$ cat config.mk
export PLATFORM = sky130hd
export DESIGN_NAME = uart_cmd_ctrl
export DESIGN_NICKNAME = d
export VERILOG_FILES = /design/src/rtl/uart_cmd_ctrl.sv
export SDC_FILE = /design/constraint.sdc
export NUM_CORES = 1
export LEC_CHECK = 0
export BUFFER_PORTS_ARGS = -buffer_cell sky130_fd_sc_hd__buf_4
export CAP_MARGIN = 20
export CORE_MARGIN = 4
export CORE_UTILIZATION = 45
export DETAILED_ROUTE_END_ITERATION = 10
export PLACE_DENSITY = 0.69
export SLEW_MARGIN = 20
export SYNTH_ARGS = -nofsm -noshare
export SYNTH_HDL_FRONTEND = slang
export SYNTH_SLANG_ARGS = --single-unit
$ cat constraint.sdc
create_clock -name clk -period 4.1 [get_ports clk]
set_input_delay 0.615 -clock clk [delete_from_list [all_inputs] [get_ports clk]]
set_output_delay 0.615 -clock clk [all_outputs]
set_load 0.02 [all_outputs]
$ cat src/rtl/uart_cmd_ctrl.sv
// uart_cmd_ctrl: sequencing controller between UART_rx/UART_tx and the
// command processor.
//  RX side: builds a 16-bit command from two received bytes (high, then low).
//  The command is offered with a cmd_rdy/clr_cmd_rdy handshake. A partial
//  frame is dropped if the low byte does not arrive within TIMEOUT_CYC clocks.
//  TX side: sends 8-bit responses to UART_tx. One further response can wait
//  in a 1-deep pending buffer while a byte is on the line.
// Ports:
//  clk, rst_n            clock, asynchronous active-low reset
//  rx_rdy, rx_data       UART_rx byte available (level) and its data
//  clr_rx_rdy            combinational byte-accept strobe back to UART_rx
//  trmt, tx_data         UART_tx start pulse and byte (registered)
//  tx_done               UART_tx done level
//  cmd, cmd_rdy          assembled command and its valid level
//  clr_cmd_rdy           consumer acknowledge
//  resp, snd_resp        response byte and 1-cycle send request
//  resp_sent             pulse when a response byte completes
//  tx_busy               transmit path (or pending buffer) occupied
//  frame_err             pulse on inter-byte timeout
//  resp_ovf              pulse when a request is dropped
module uart_cmd_ctrl #(
    parameter int unsigned TIMEOUT_CYC = 50000
) (
    input  logic        clk,
    input  logic        rst_n,
    input  logic        rx_rdy,
    input  logic [7:0]  rx_data,
    output logic        clr_rx_rdy,
    output logic        trmt,
    output logic [7:0]  tx_data,
    input  logic        tx_done,
    output logic [15:0] cmd,
    output logic        cmd_rdy,
    input  logic        clr_cmd_rdy,
    input  logic [7:0]  resp,
    input  logic        snd_resp,
    output logic        resp_sent,
    output logic        tx_busy,
    output logic        frame_err,
    output logic        resp_ovf
);

    localparam int unsigned TMR_W = (TIMEOUT_CYC > 2) ? $clog2(TIMEOUT_CYC) : 1;
    localparam logic [TMR_W-1:0] TMR_LAST = TMR_W'(TIMEOUT_CYC - 1);

    typedef enum logic [1:0] {
        R_IDLE    = 2'd0,
        R_WAIT_LO = 2'd1,
        R_HOLD    = 2'd2
    } rx_state_t;

    typedef enum logic [1:0] {
        T_IDLE  = 2'd0,
        T_START = 2'd1,
        T_BUSY  = 2'd2
    } tx_state_t;

    // ------------------------------------------------------------------
    // RX command assembly
    // ------------------------------------------------------------------
    rx_state_t        rx_state;
    rx_state_t        rx_state_nxt;
    logic [7:0]       hi;
    logic [7:0]       hi_nxt;
    logic [TMR_W-1:0] timer;
    logic [TMR_W-1:0] timer_nxt;
    logic [15:0]      cmd_nxt;
    logic             cmd_rdy_nxt;
    logic             frame_err_nxt;
    logic             timeout;

    // Timeout only fires when no byte is present in the same cycle.
    assign timeout = (timer == TMR_LAST) && !rx_rdy;

    // RX state register
    always_ff @(posedge clk or negedge rst_n) begin
        if (!rst_n) begin
            rx_state <= R_IDLE;
        end else begin
            rx_state <= rx_state_nxt;
        end
    end

    // RX next-state
    always_comb begin
        rx_state_nxt = rx_state;
        case (rx_state)
            R_IDLE: begin
                if (rx_rdy) begin
                    rx_state_nxt = R_WAIT_LO;
                end
            end
            R_WAIT_LO: begin
                if (rx_rdy) begin
                    rx_state_nxt = R_HOLD;
                end else if (timeout) begin
                    rx_state_nxt = R_IDLE;
                end
            end
            R_HOLD: begin
                if (clr_cmd_rdy) begin
                    rx_state_nxt = R_IDLE;
                end
            end
            default: rx_state_nxt = R_IDLE;
        endcase
    end

    // RX outputs and datapath next values
    always_comb begin
        clr_rx_rdy    = 1'b0;
        hi_nxt        = hi;
        timer_nxt     = timer;
        cmd_nxt       = cmd;
        cmd_rdy_nxt   = cmd_rdy;
        frame_err_nxt = 1'b0;
        case (rx_state)
            R_IDLE: begin
                if (rx_rdy) begin
                    clr_rx_rdy = 1'b1;
                    hi_nxt     = rx_data;
                    timer_nxt  = '0;
                end
            end
            R_WAIT_LO: begin
                timer_nxt = timer + TMR_W'(1);
                if (rx_rdy) begin
                    clr_rx_rdy  = 1'b1;
                    cmd_nxt     = {hi, rx_data};
                    cmd_rdy_nxt = 1'b1;
                end else if (timeout) begin
                    frame_err_nxt = 1'b1;
                end
            end
            R_HOLD: begin
                // UART_rx keeps any new byte until the command is consumed.
                if (clr_cmd_rdy) begin
                    cmd_rdy_nxt = 1'b0;
                end
            end
            default: ;
        endcase
    end

    // RX datapath registers
    always_ff @(posedge clk or negedge rst_n) begin
        if (!rst_n) begin
            hi        <= '0;
            timer     <= '0;
            cmd       <= '0;
            cmd_rdy   <= 1'b0;
            frame_err <= 1'b0;
        end else begin
            hi        <= hi_nxt;
            timer     <= timer_nxt;
            cmd       <= cmd_nxt;
            cmd_rdy   <= cmd_rdy_nxt;
            frame_err <= frame_err_nxt;
        end
    end

    // ------------------------------------------------------------------
    // TX response serialiser
    // ------------------------------------------------------------------
    tx_state_t  tx_state;
    tx_state_t  tx_state_nxt;
    logic [7:0] pend;
    logic [7:0] pend_nxt;
    logic       pend_vld;
    logic       pend_vld_nxt;
    logic [7:0] tx_data_nxt;
    logic       trmt_nxt;
    logic       resp_sent_nxt;
    logic       resp_ovf_nxt;
    logic       pend_drain;

    // Pending byte leaves the buffer this cycle, so a new request can refill it.
    assign pend_drain = pend_vld &&
                        ((tx_state == T_IDLE) || ((tx_state == T_BUSY) && tx_done));

    assign tx_busy = (tx_state != T_IDLE) || pend_vld;

    // TX state register
    always_ff @(posedge clk or negedge rst_n) begin
        if (!rst_n) begin
            tx_state <= T_IDLE;
        end else begin
            tx_state <= tx_state_nxt;
        end
    end

    // TX next-state
    always_comb begin
        tx_state_nxt = tx_state;
        case (tx_state)
            T_IDLE: begin
                if (pend_vld || snd_resp) begin
                    tx_state_nxt = T_START;
                end
            end
            // tx_done may still show the previous frame here; UART_tx clears it on trmt.
            T_START: tx_state_nxt = T_BUSY;
            T_BUSY: begin
                if (tx_done) begin
                    tx_state_nxt = pend_vld ? T_START : T_IDLE;
                end
            end
            default: tx_state_nxt = T_IDLE;
        endcase
    end

    // TX outputs and buffer next values
    always_comb begin
        trmt_nxt      = 1'b0;
        tx_data_nxt   = tx_data;
        resp_sent_nxt = 1'b0;
        resp_ovf_nxt  = 1'b0;
        pend_nxt      = pend;
        pend_vld_nxt  = pend_vld;

        if ((tx_state == T_BUSY) && tx_done) begin
            resp_sent_nxt = 1'b1;
        end

        // Launch a byte: the pending one first, else a fresh request in idle.
        if (pend_drain) begin
            trmt_nxt     = 1'b1;
            tx_data_nxt  = pend;
            pend_vld_nxt = 1'b0;
        end else if ((tx_state == T_IDLE) && snd_resp) begin
            trmt_nxt    = 1'b1;
            tx_data_nxt = resp;
        end

        // Requests that cannot launch directly go to the buffer or are dropped.
        if (snd_resp && ((tx_state != T_IDLE) || pend_vld)) begin
            if (!pend_vld || pend_drain) begin
                pend_nxt     = resp;
                pend_vld_nxt = 1'b1;
            end else begin
                resp_ovf_nxt = 1'b1;
            end
        end
    end

    // TX datapath registers
    always_ff @(posedge clk or negedge rst_n) begin
        if (!rst_n) begin
            trmt      <= 1'b0;
            tx_data   <= '0;
            resp_sent <= 1'b0;
            resp_ovf  <= 1'b0;
            pend      <= '0;
            pend_vld  <= 1'b0;
        end else begin
            trmt      <= trmt_nxt;
            tx_data   <= tx_data_nxt;
            resp_sent <= resp_sent_nxt;
            resp_ovf  <= resp_ovf_nxt;
            pend      <= pend_nxt;
            pend_vld  <= pend_vld_nxt;
        end
    end

endmodule

==> flow_summary.ini, run 1 <==
[synthesis]
synth_fa_ha_area_frac = 0.00440
syn_avg_cell_area_sq_um = 12.6
yosys.area_share.simple = 0.142
ys.flop_type = dfrtp_1
synth-compound-area-share = 0.0502
synth_xor_area_frac = 0
syn_nets = 249
ys_warn_count = 0
seq_area_frac_synth = 0.581
synthesis.area_sq_um = 2840
synthCells = 226
synth-seq-cells = 66
synth_mux_area_frac = 0.197
synth-edff-count = 0
synth_top_family_by_area = multiplexers
synth_cell_types = 40
ys_async_sr_fraction = 1.00

[setup_path]
startpoint_type = flip-flop
worst_ep_arrival_time_ps = 1400
max_stage_delay_ps = 470
path_cells = or3_4, buf_4
cp-end-kind = primary output
cp_top_family = flip-flops
cp_slowest_cell = dfrtp_1
worstSetupPathType = flip-flop to primary output
crit_fanout = 8
path_buf_inv = 1
cp.required_ps = 3480

[power]
p_comb_frac = 0.389
sw_frac_of_total = 0.354
ir_drop_v = 0.000404
power.internal_uw = 1640
p_switching_uw = 899
fin_total_pwr_uw = 2540
powerDensity_nw_per_um2 = 737
p_clk_frac = 0.187
p_leak_uw = 0.00161
power_frac_seq = 0.425

[finish]
diodes = 0
drive_gt1_frac = 0.383
final_cell_mix = dfrtp_1 (66), buf_4 (53), nand2_1 (31)
final_area_sq_um = 3440
final_common_cell = dfrtp_1
area_delta_synth_final_pct = 21.1
finalNetCount = 305

[die]
die_h_microns = 87.5
coreArea_sq_um = 6030
start_util = 0.472
rows = 28
io_pins = 53
die_width_microns = 87.5
die_area_sq_um = 7650

[sta]
tightest_slew_ps = 959
hold-worst-slack_ps = 368
fin_worst_skew_ps = 5.64
drv_slew = 0
fin_crit_ps = 2020
rsz0062_at_grt = no
setup_viol = 0
max_slew_margin = 0.361
finalHoldViolations = 0
final.period_utilization = 0.492
tns_ps = 0
fmax_ghz = 0.496

[placed_design]
place_congestion = 0.773
place_area_sq_um = 3270
dp_hpwl_microns = 3530
port_buffers = 52

[clock_network]
post-cts-setup-buffer-count = 0
cts_inserted_buffers = 9
insertion_delay_ps = 340
cts_max_path_buffers = 2
cts_hold_buffers = 0
ctsResizeCount = 0
htreeDepth = 3
cts_root_buf = clkbuf_8
clk_transition_reported_paths_ps = 70
cts_tree = built
cts_sinks = 66

[run_status]
status = complete, no violations

[detailed_routing]
dr.pass1.iters = 4
num_vias = 1882
wirelength_microns = 5240
vias_per_cell = 5.20
drt_iter0_markers = 94
antenna_left = 0
drc_errors = 0
wl_per_cell_microns = 14.5

[grt]
grt_max_degree = 67
antenna_found_initial = 0
grt_pass1_wl_microns = 8780
grtUsageTotal = 0.151
grt_pass1_vias = 1867
gr-total-overflow = 0

[flow_run]
max-cap-violations = 0

[worst_hold_path]
hold_class = input port to async pin
-- per-layer routing --
| metal | vias up | share of wire | GRT usage |
|---|---|---|---|
| met4 | 0 | 0.0078 | 0.0586 |
| li1 | 907 | - | - |
| met1 | 914 | 0.46 | 0.191 |
| met2 | 57 | 0.47 | 0.233 |
| met5 | - | 0 | 0 |
| met3 | 4 | 0.060 | 0.0577 |
-- state kept, by name (all words and copies together) (netlist names) --
signal     cells
tx_data        8
pend           8
trmt           1
frame_err      1
cmd_rdy        1
pend_vld       1
rx_state       2
resp_ovf       1
tx_state       2
hi             8
timer         16
resp_sent      1
cmd           16
-- path summary, 6_finish.rpt --
kind / depth (start not counted) / end / slack [ps] / start
max in group asynchronous: 1 / timer[3]$_DFFE_PN0P_ / 3210 / rst_n
max reg2reg: 4 / timer[4]$_DFFE_PN0P_ / 2170 / rx_state[0]$_DFFE_PN0P_
min reg2reg: 2 / tx_data[0]$_DFFE_PN0P_ / 480 / pend[0]$_DFFE_PN0P_
max: 2 / tx_busy / 2080 / tx_state[0]$_DFFE_PN0P_
min in group clk: 2 / tx_data[0]$_DFFE_PN0P_ / 480 / pend[0]$_DFFE_PN0P_
min: 1 / tx_data[5]$_DFFE_PN0P_ / 370 / rst_n
-- cell usage after synthesis (2+ instances only) --
cell type | n | share of area
mux2i_1 | 18 | 0.063
buf_2 | 5 | 0.0088
buf_6 | 2 | 0.0079
nor4_2 | 2 | 0.0088
or2_2 | 3 | 0.0066
mux2_4 | 5 | 0.026
nor3_1 | 4 | 0.0070
o31ai_1 | 2 | 0.0053
nand3_1 | 8 | 0.014
inv_1 | 3 | 0.0040
dfrtp_1 | 66 | 0.58
nand4_1 | 2 | 0.0044
mux2_2 | 27 | 0.11
nand2_1 | 31 | 0.041
nor2_1 | 5 | 0.0066
a21oi_1 | 3 | 0.0053
o21ai_0 | 15 | 0.026
and3_1 | 2 | 0.0044
nor2b_1 | 2 | 0.0044
-- logic make-up after synthesis --
family | Yosys count
fa+ha+maj | 1
flops | 66
compound gates | 25
buf+inv | 11
simple gates | 73
mux | 50
-- final cells by class --
type                            count  area (sq um)
Fill cell                         542          2580
Sequential cell                    66          1650
Multi-Input combinational cell    149          1120
Timing Repair Buffer               53           398
Clock buffer                       11           141
Tap cell                           75          93.8
Clock inverter                      5          30.0
Inverter                            3          11.3
-- through the flow --
| step | setup slack (ps) | util | std cells |
|---|---|---|---|
| global placement | 1940 | 0.543 | 346 |
| detailed placement | 1920 | 0.543 | 346 |
| finish | 2080 | 0.571 | 362 |
| floorplan | 2470 | - | 226 |
| global route | 2010 | 0.571 | 362 |
| CTS | 2060 | 0.571 | 362 |
-- power by group through the flow --
stage	clock [uW]	sequential [uW]	combinational, uW
after detailed placement	0	1090	1000
after global routing	524	1110	1070
after CTS	495	1080	1000
final	474	1080	987
after global placement	0	1080	984
after floorplan	0	1210	536
Power figures use the tool's default switching activity.
==> inputs of run 2 (changes only) <==
--- a/config.mk
+++ b/config.mk
@@ -10,7 +10,7 @@
 export CORE_MARGIN = 4
 export CORE_UTILIZATION = 45
 export DETAILED_ROUTE_END_ITERATION = 10
-export PLACE_DENSITY = 0.69
+export PLACE_DENSITY = 0.71
 export SLEW_MARGIN = 20
 export SYNTH_ARGS = -nofsm -noshare
 export SYNTH_HDL_FRONTEND = slang
==> constraint.sdc (replaced) <==
create_clock -name clk -period 1.8 [get_ports clk]
set_input_delay 0.27 -clock clk [delete_from_list [all_inputs] [get_ports clk]]
set_output_delay 0.27 -clock clk [all_outputs]
set_load 0.02 [all_outputs]
==> flow_summary.ini, run 2 (synthesis gave the netlist of run 1 again) <==
[run_status]
status = complete, no violations

[grt]
grtUsageTotal = 0.160
grt_pass1_vias = 1969
grt_max_degree = 43
antenna_found_initial = 0
gr-total-overflow = 0
grt_pass1_wl_microns = 9150

[clock_network]
cts_tree = built
cts_inserted_buffers = 9
cts_sinks = 66
post-cts-setup-buffer-count = 0
cts_root_buf = clkbuf_8
htreeDepth = 3
cts_max_path_buffers = 2
clk_transition_reported_paths_ps = 70
insertion_delay_ps = 340

[sta]
fmax_ghz = 0.624
final.period_utilization = 0.890
tightest_slew_ps = 446
tns_ps = 0
drv_slew = 0
finalHoldViolations = 0
setup_viol = 0
max_slew_margin = 0.700
fin_worst_skew_ps = 7.71
fin_crit_ps = 1600
rsz0062_at_grt = no
setup_ws_ps = 197

[setup_path]
crit_fanout = 6
worstSetupPathType = flip-flop to primary output
cp_top_family = flip-flops
cp_slowest_cell = dfrtp_1
worst_ep_arrival_time_ps = 1330
path_cells = or3_4, buf_4
cp-end-kind = primary output
max_stage_delay_ps = 430
cp.required_ps = 1530
path_buf_inv = 1
startpoint_type = flip-flop

[worst_hold_path]
hold_class = input port to flip-flop

[detailed_routing]
num_vias = 1989
wirelength_microns = 5490
wl_per_cell_microns = 14.9
antenna_left = 0
drc_errors = 0
dr.pass1.iters = 4
vias_per_cell = 5.39
drt_iter0_markers = 70

[die]
die_h_microns = 87.5
rows = 28
die_area_sq_um = 7650
io_pins = 53
die_width_microns = 87.5
start_util = 0.472
coreArea_sq_um = 6030

[finish]
area_delta_synth_final_pct = 24.3
drive_gt1_frac = 0.391
finalNetCount = 313
final_common_cell = dfrtp_1
fin_util = 0.586
final_cell_mix = dfrtp_1 (66), buf_4 (59), nand2_1 (31)
diodes = 0
largest_registers = cmd: 16 flops, timer: 16 flops

[power]
powerDensity_nw_per_um2 = 1700
ir_drop_v = 0.000919
p_leak_uw = 0.00167

[placed_design]
dp_worst_setup_slack_ps = 240
dp_hpwl_microns = 3860
port_buffers = 52
place_congestion = 0.784

[flow_run]
max-cap-violations = 0
## run 2: cell types whose count changed in the layout (fill, tap and decap cells not counted), sizes merged
cell / delta
buf: +7
bufinv: +1
clkbuf: +1
clkinv: -1
clkinvlp: -2
dlygate4sd3: +1
## run 2: metrics by stage
stage / instance area [sq um] / std cells / total power, uW / hold WS [ps]
floorplan: 2840 / 226 / 3980 / -25.6
global placement: 3340 / 353 / 4780 / 194
detailed placement: 3340 / 353 / 4870 / 199
CTS: 3530 / 369 / 6090 / 108
global route: 3530 / 369 / 6410 / 99.7
finish: 3530 / 369 / 6000 / 140
## run 2: area by class of cell
cell class                 count  area, sq um
tap                           75         93.8
inverter                       3         11.3
timing repair buffer          61          473
clock buffer                  12          145
sequential                    66         1650
multi-input combinational    149         1120
clock inverter                 3         40.0
fill                         521         2490
## run 2: power by group
group / internal (uW) / switching, uW
clock: 666 / 526
sequential: 2080 / 353
combinational: 1200 / 1190
total: 3940 / 2060
## run 2: timing repair
action / in CTS / in global routing
hold buffers: 1 / 0
gates resized for setup: 0 / 0
endpoints found under the hold margin: 24 / 0
## run 2: final timing paths
path	from	end	slack (ps)	cells past startpoint
min reg2reg	pend[5]$_DFFE_PN0P_	tx_data[5]$_DFFE_PN0P_	480	2
min in group asynchronous	rst_n	pend[7]$_DFFE_PN0P_	380	2
max	tx_state[1]$_DFFE_PN0P_	tx_busy	200	2
max reg2reg	rx_state[0]$_DFFE_PN0P_	hi[3]$_DFFE_PN0P_	240	3
max in group asynchronous	rst_n	timer[1]$_DFFE_PN0P_	890	3
min	rx_rdy	frame_err$_DFF_PN0_	140	2
## run 2: routing by layer
metal	track usage	vias up	share of wire
li1	-	930	-
met1	0.190	992	0.43
met2	0.249	62	0.48
met3	0.0747	5	0.074
met4	0.0628	0	0.0098
met5	0	-	0
